**config.mk**
```make
export PLATFORM = sky130hd
export DESIGN_NAME = instruction_fetch
export DESIGN_NICKNAME = d
export VERILOG_FILES = /design/src/rtl/instruction_fetch_pkg.sv /design/src/rtl/fetch_hold_buffer.sv /design/src/rtl/instruction_fetch.sv
export SDC_FILE = /design/constraint.sdc
export NUM_CORES = 1
export LEC_CHECK = 0
export ABC_AREA = 1
export CORE_MARGIN = 2
export CORE_UTILIZATION = 40
export CTS_CLUSTER_SIZE = 10
export DETAILED_ROUTE_END_ITERATION = 8
export PLACE_DENSITY = 0.66
export SLEW_MARGIN = 0
export SYNTH_ARGS = -nofsm -noshare
export SYNTH_HDL_FRONTEND = slang
export SYNTH_HIERARCHICAL = 1
export SYNTH_SLANG_ARGS = --single-unit
```
**constraint.sdc**
```tcl
create_clock -name clk -period 14.2 [get_ports clk]
set_input_delay 2.13 -clock clk [delete_from_list [all_inputs] [get_ports clk]]
set_output_delay 2.13 -clock clk [all_outputs]
set_load 0.1 [all_outputs]
```
**src/rtl/instruction_fetch_pkg.sv**
```systemverilog
// Shared pipeline definitions for the instruction fetch stage.
package instruction_fetch_pkg;

    localparam int INSTR_W = 32;
    localparam int ADDR_W  = 32;

    localparam logic [INSTR_W-1:0] NOP_INSTR_DEFAULT = 32'h0000_0013;
    localparam logic [ADDR_W-1:0]  RESET_PC_DEFAULT  = 32'h0000_0000;

    typedef enum logic [1:0] {
        BOOT  = 2'd0,
        FETCH = 2'd1,
        HOLD  = 2'd2,
        DRAIN = 2'd3
    } fetch_state_t;

    // Fetch addresses are always word aligned; the low two bits are dropped.
    function automatic logic [ADDR_W-1:0] align_word(input logic [ADDR_W-1:0] addr);
        return addr & 32'hFFFF_FFFC;
    endfunction

endpackage

```
**src/rtl/fetch_hold_buffer.sv**
```systemverilog
// One-entry parking slot for a fetched instruction and its address while
// decode is stalled.
module fetch_hold_buffer
    import instruction_fetch_pkg::*;
(
    input  logic               clk,
    input  logic               rst,
    input  logic               load,
    input  logic               clear,
    input  logic [INSTR_W-1:0] load_instr,
    input  logic [ADDR_W-1:0]  load_pc,
    output logic [INSTR_W-1:0] instr,
    output logic [ADDR_W-1:0]  pc,
    output logic               full
);

    // Occupancy flag; clear wins so a redirect always empties the slot.
    always_ff @(posedge clk or posedge rst) begin
        if (rst) begin
            full <= 1'b0;
        end else if (clear) begin
            full <= 1'b0;
        end else if (load) begin
            full <= 1'b1;
        end
    end

    // Payload needs no reset: it is only consumed while full is set.
    always_ff @(posedge clk) begin
        if (load) begin
            instr <= load_instr;
            pc    <= load_pc;
        end
    end

endmodule

```
**src/rtl/instruction_fetch.sv**
```systemverilog
// Instruction fetch stage: drives the instruction memory, tracks the pc,
// and fills the IF/ID register with instructions or bubbles.
module instruction_fetch
    import instruction_fetch_pkg::*;
#(
    parameter logic [ADDR_W-1:0]  RESET_PC  = RESET_PC_DEFAULT,
    parameter logic [INSTR_W-1:0] NOP_INSTR = NOP_INSTR_DEFAULT
) (
    input  logic               clk,
    input  logic               rst,
    input  logic               stall,
    input  logic               branch_taken,
    input  logic [ADDR_W-1:0]  branch_target,
    output logic               imem_req,
    output logic [ADDR_W-1:0]  imem_addr,
    input  logic               imem_valid,
    input  logic [INSTR_W-1:0] imem_rdata,
    output logic [INSTR_W-1:0] instr_out,
    output logic [ADDR_W-1:0]  pc_out,
    output logic               valid_out
);

    fetch_state_t       state;
    logic [ADDR_W-1:0]  pc;
    logic [ADDR_W-1:0]  pc_next;
    logic [ADDR_W-1:0]  target;
    logic               hold_load;
    logic               hold_clear;
    logic               hold_full;
    logic [INSTR_W-1:0] hold_instr;
    logic [ADDR_W-1:0]  hold_pc;

    // Modulo-2^32 increment gives the 0xFFFFFFFC -> 0 wrap for free.
    assign pc_next = pc + 32'd4;
    assign target  = align_word(branch_target);

    // A request is open exactly while in FETCH; the address is the pc register.
    assign imem_req  = (state == FETCH);
    assign imem_addr = pc;

    // Park a response that arrives while decode is stalled; drop it on
    // redirect or once decode takes it.
    assign hold_load  = (state == FETCH) && imem_valid && stall && !branch_taken;
    assign hold_clear = branch_taken || ((state == HOLD) && !stall);

    fetch_hold_buffer u_hold (
        .clk        (clk),
        .rst        (rst),
        .load       (hold_load),
        .clear      (hold_clear),
        .load_instr (imem_rdata),
        .load_pc    (pc),
        .instr      (hold_instr),
        .pc         (hold_pc),
        .full       (hold_full)
    );

    // Fetch FSM with pc and IF/ID register; a redirect overrides everything.
    always_ff @(posedge clk or posedge rst) begin
        if (rst) begin
            state     <= BOOT;
            pc        <= RESET_PC;
            instr_out <= NOP_INSTR;
            pc_out    <= '0;
            valid_out <= 1'b0;
        end else if (branch_taken) begin
            pc        <= target;
            instr_out <= NOP_INSTR;
            valid_out <= 1'b0;
            // A response still in flight must be swallowed before refetching.
            if (((state == FETCH) || (state == DRAIN)) && !imem_valid) begin
                state <= DRAIN;
            end else begin
                state <= FETCH;
            end
        end else begin
            case (state)
                BOOT: begin
                    state <= FETCH;
                end
                FETCH: begin
                    if (imem_valid) begin
                        pc <= pc_next;
                        if (stall) begin
                            state <= HOLD;
                        end else begin
                            instr_out <= imem_rdata;
                            pc_out    <= pc;
                            valid_out <= 1'b1;
                        end
                    end else if (!stall) begin
                        instr_out <= NOP_INSTR;
                        valid_out <= 1'b0;
                    end
                end
                HOLD: begin
                    if (!stall) begin
                        instr_out <= hold_instr;
                        pc_out    <= hold_pc;
                        valid_out <= hold_full;
                        state     <= FETCH;
                    end
                end
                DRAIN: begin
                    if (imem_valid) begin
                        state <= FETCH;
                    end
                end
                default: begin
                    state <= BOOT;
                end
            endcase
        end
    end

endmodule

```
==> key figures <==
Critical path
  – Largest fanout on the critical path: 55
  – Max stage delay on crit path: 0.71 ns
  – Worst reg2reg path endpoint: pc_out[1]$_DFFE_PP0P_
  – R2R depth: 9
  – Most used cell, CP: buf_4
  – Largest delay contributor family on the critical path: buffers and inverters
  – Crit end category: flip-flop
  – CP required: 14.55 ns
  – R2R setup slack: 11.66 ns
  – R2R Path Start: state[1]$_DFFE_PP0P_
  – Critical path class: input pin to flip-flop
  – Worst path cell trace: clkdlybuf4s50_1 > buf_4 > inv_2 > nand2_2 > a21oi_4 > buf_4 > nand3_1 > o21ai_1
  – CP bufs+invs: 4
  – Startpoint types: input pin
  – Critical Path AT: around 5.0 ns
  – Slowest-stage cell, CP: inv_2

Synth
  – Count of cell types in the netlist: 32
  – Share of the synthesized area in the top cell type: 31.2%
  – Sequential area share after synthesis: 57.5%
  – Ys Warns: 6
  – Top cells by area, synth: dfrtp_1 (31%), edfxtp_1 (25%), nand2_1 (14%)
  – Synthesized cell area: approximately 7600 µm²
  – FF+latch count, synth: approximately 160
  – Mean area per synthesized cell: ~8.7 µm²
  – Cells after Synth: between 800 and 900
  – Cell taking the most area after synthesis: dfrtp_1

Finish
  – Layout cells sized above 1: between 6 and 7%
  – Nets: roughly 1100
  – Synth-to-Final Area Change: 31.1%
  – Diode count: 0

Global route
  – Grt total ovfl: 0
  – Number of global-route vias before repair: just over 6000
  – Initial antenna violation count: 0
  – First-pass GRT wire length: approximately 33000 µm
  – Routing usage on met2: approximately a third
  – GRT met3 Usage: about 6.4%
  – Met1 Usage GRT: 27.3%
  – GRT busiest layer: met2
  – Largest net degree at the start of global routing: 97
  – Total Routing Usage GR: 20.7%

Floorplanning
  – Cell row count: 50
  – DIE AREA: 20200 µm²
  – IO Pins: approximately 170
  – Die Span X: roughly 140 µm
  – Core Area: around 19000 µm²
  – Chip height: between 100 and 150 µm
  – Initial Util: 40.7%

Job
  – MaxCap Viol Count: 0

Hold path
  – Hold Crit Class: flip-flop to flip-flop
  – Hold Path Depth: 1
  – Hold Path Origin: instr_out[20]$_DFFE_PP0P_
  – End of the worst hold path: instr_out[20]$_DFFE_PP0P_

Detailed routing
  – Initial DRT Pass Iterations: 5
  – Routed wire length per instance: roughly 16 µm
  – Post-DRT Antenna Nets: 0
  – DRT iter0 DRCs: ~360
  – Vias per cell: 5.03
  – DRC viols: 0
  – Final WL: ~20000 µm
  – Vias: between 6000 and 7000

Placement
  – Number of buffers added on ports: ~160
  – Routability cong.: 0.911
  – HPWL after DPL: between 10000 and 15000 µm
  – DP Worst Slack: 9.14 ns

Clock network
  – H-tree depth: 4
  – CTS Buffer Depth: 2
  – Clock sinks: approximately 160
  – Cts hold-fix bufs: 0
  – Root Driver: clkbuf_16
  – Gates resized, CTS repair: 0
  – CTS tree: done
  – CTS Buf Count: 17
  – Clock network latency to the later pin of the worst-skew pair: 0.43 ns
  – # Post-CTS Setup Buffers: 0
  – CTS clk-pin slew, worst paths: about 0.060 ns

STA
  – Rel. slew slack: ~27%
  – Actual transition at the worst max-transition pin: around 1.1 ns
  – TNS Setup: 0 ns
  – Tmin final: approximately 4.6 ns
  – Final setup viols: 0
  – Skew final: 0.00956 ns
  – Final critical-path share of the clock period: about a third
  – RSZ-0062 raised after global routing: false
  – Final Max Tran Viols: 0
  – Max Clock Freq: between 0.2 and 0.25 GHz
  – Worst Slack Setup Final: about 9.6 ns
  – Fin. Hold Viols: 0

Outcome
  – Status: finished clean

Pwr
  – Leakage: 0.00419 µW
  – Pwr/cell area: ~230 nW/µm²
  – Peak supply drop: 0.160 mV
-- how the worst max path moves through the flow --
stage,endpoint,slack [ns],depth (start not counted),startpoint
finish,pc_out[1]$_DFFE_PP0P_,9.59,8,branch_taken
global route,pc_out[1]$_DFFE_PP0P_,9.31,8,branch_taken
CTS,pc_out[20]$_DFFE_PP0P_,9.57,8,branch_taken
detailed placement,pc_out[20]$_DFFE_PP0P_,9.14,8,branch_taken
global placement,pc_out[20]$_DFFE_PP0P_,9.12,8,branch_taken
floorplan,u_hold/instr[0]$_DFFE_PP_,6.47,5,imem_valid
-- synth_stat cells --
cell,count
o21ai_1,16
dfrtp_1,95
o22ai_1,3
inv_1,79
ha_1,1
dfstp_2,3
nor2_1,79
nor2_4,4
a211oi_1,2
a31oi_1,1
a22o_1,30
a22oi_1,2
a21o_1,1
a21oi_1,15
buf_4,2
a21oi_4,1
nor3_1,6
o21ai_0,80
nand2_2,1
clkbuf_1,22
nand2_1,284
conb_1,1
buf_6,6
and2_1,5
buf_1,3
nand3b_1,2
o21ai_2,7
nand3_1,35
inv_2,5
buf_2,9
edfxtp_1,64
o211ai_1,8
-- cell families after synthesis --
group	Yosys count	synth area share, %
buffers and inverters	126	7.05
AOI/OAI and AO/OA	166	13.4
and+or+nand+nor	416	21.9
other	1	0.0492
DFF	162	57.5
adders and majority gates	1	0.164
-- power breakdown --
part | total (µW) | internal, µW | switching (µW)
logic | 1150 | 254 | 894
clock network | 468 | 264 | 204
registers | 674 | 593 | 80.6
total | 2290 | 1110 | 1180
-- registers in the layout (all words and copies together), names as in the netlist --
| register | flops |
|---|---|
| u_hold/full | 1 |
| state | 2 |
| u_hold/pc | 32 |
| imem_addr | 30 |
| u_hold/instr | 32 |
| instr_out | 32 |
| pc_out | 32 |
| valid_out | 1 |
-- through the flow --
step | power, µW | hold slack (ns) | cell area (µm²) | std cells | util [%]
2_1_floorplan | 1550 | 0.461 | 7630 | 875 | -
3_3_place_gp | 1830 | 0.472 | 9390 | 1237 | 50.2
3_5_place_dp | 1830 | 0.484 | 9390 | 1237 | 50.2
4_1_cts | 2310 | 0.502 | 9980 | 1269 | 53.4
5_1_grt | 2390 | 0.514 | 9980 | 1269 | 53.4
6_report | 2290 | 0.495 | 9980 | 1269 | 53.4
-- layout make-up --
type | count | area, µm²
Fill cell | 1740 | 8720
Inverter | 84 | 318
Sequential cell | 162 | 4380
Multi-Input combinational cell | 587 | 2720
Clock inverter | 15 | 169
Clock buffer | 17 | 425
Timing Repair Buffer | 170 | 1680
Tap cell | 234 | 293
-- metal layers --
layer	up-vias	share of wire (%)
li1	3157	-
met1	3013	44
met2	207	47
met3	12	8.0
met4	0	0.69
met5	-	0
-- layout by cell type, fill, tap and decap left out, drive strengths merged, types with 3 or more instances in the layout --
master           n
nand2          285
clkdlybuf4s50  162
o21ai          103
dfrtp           95
inv             91
nor2            83
edfxtp          64
nand3           35
a22o            30
clkbuf          17
a21oi           16
o211ai           8
buf              8
nor3             6
and2             5
conb             4
o22ai            3
clkinvlp         3
dfstp            3
clkinv           3
No activity file was read; power rests on OpenSTA's default activity.
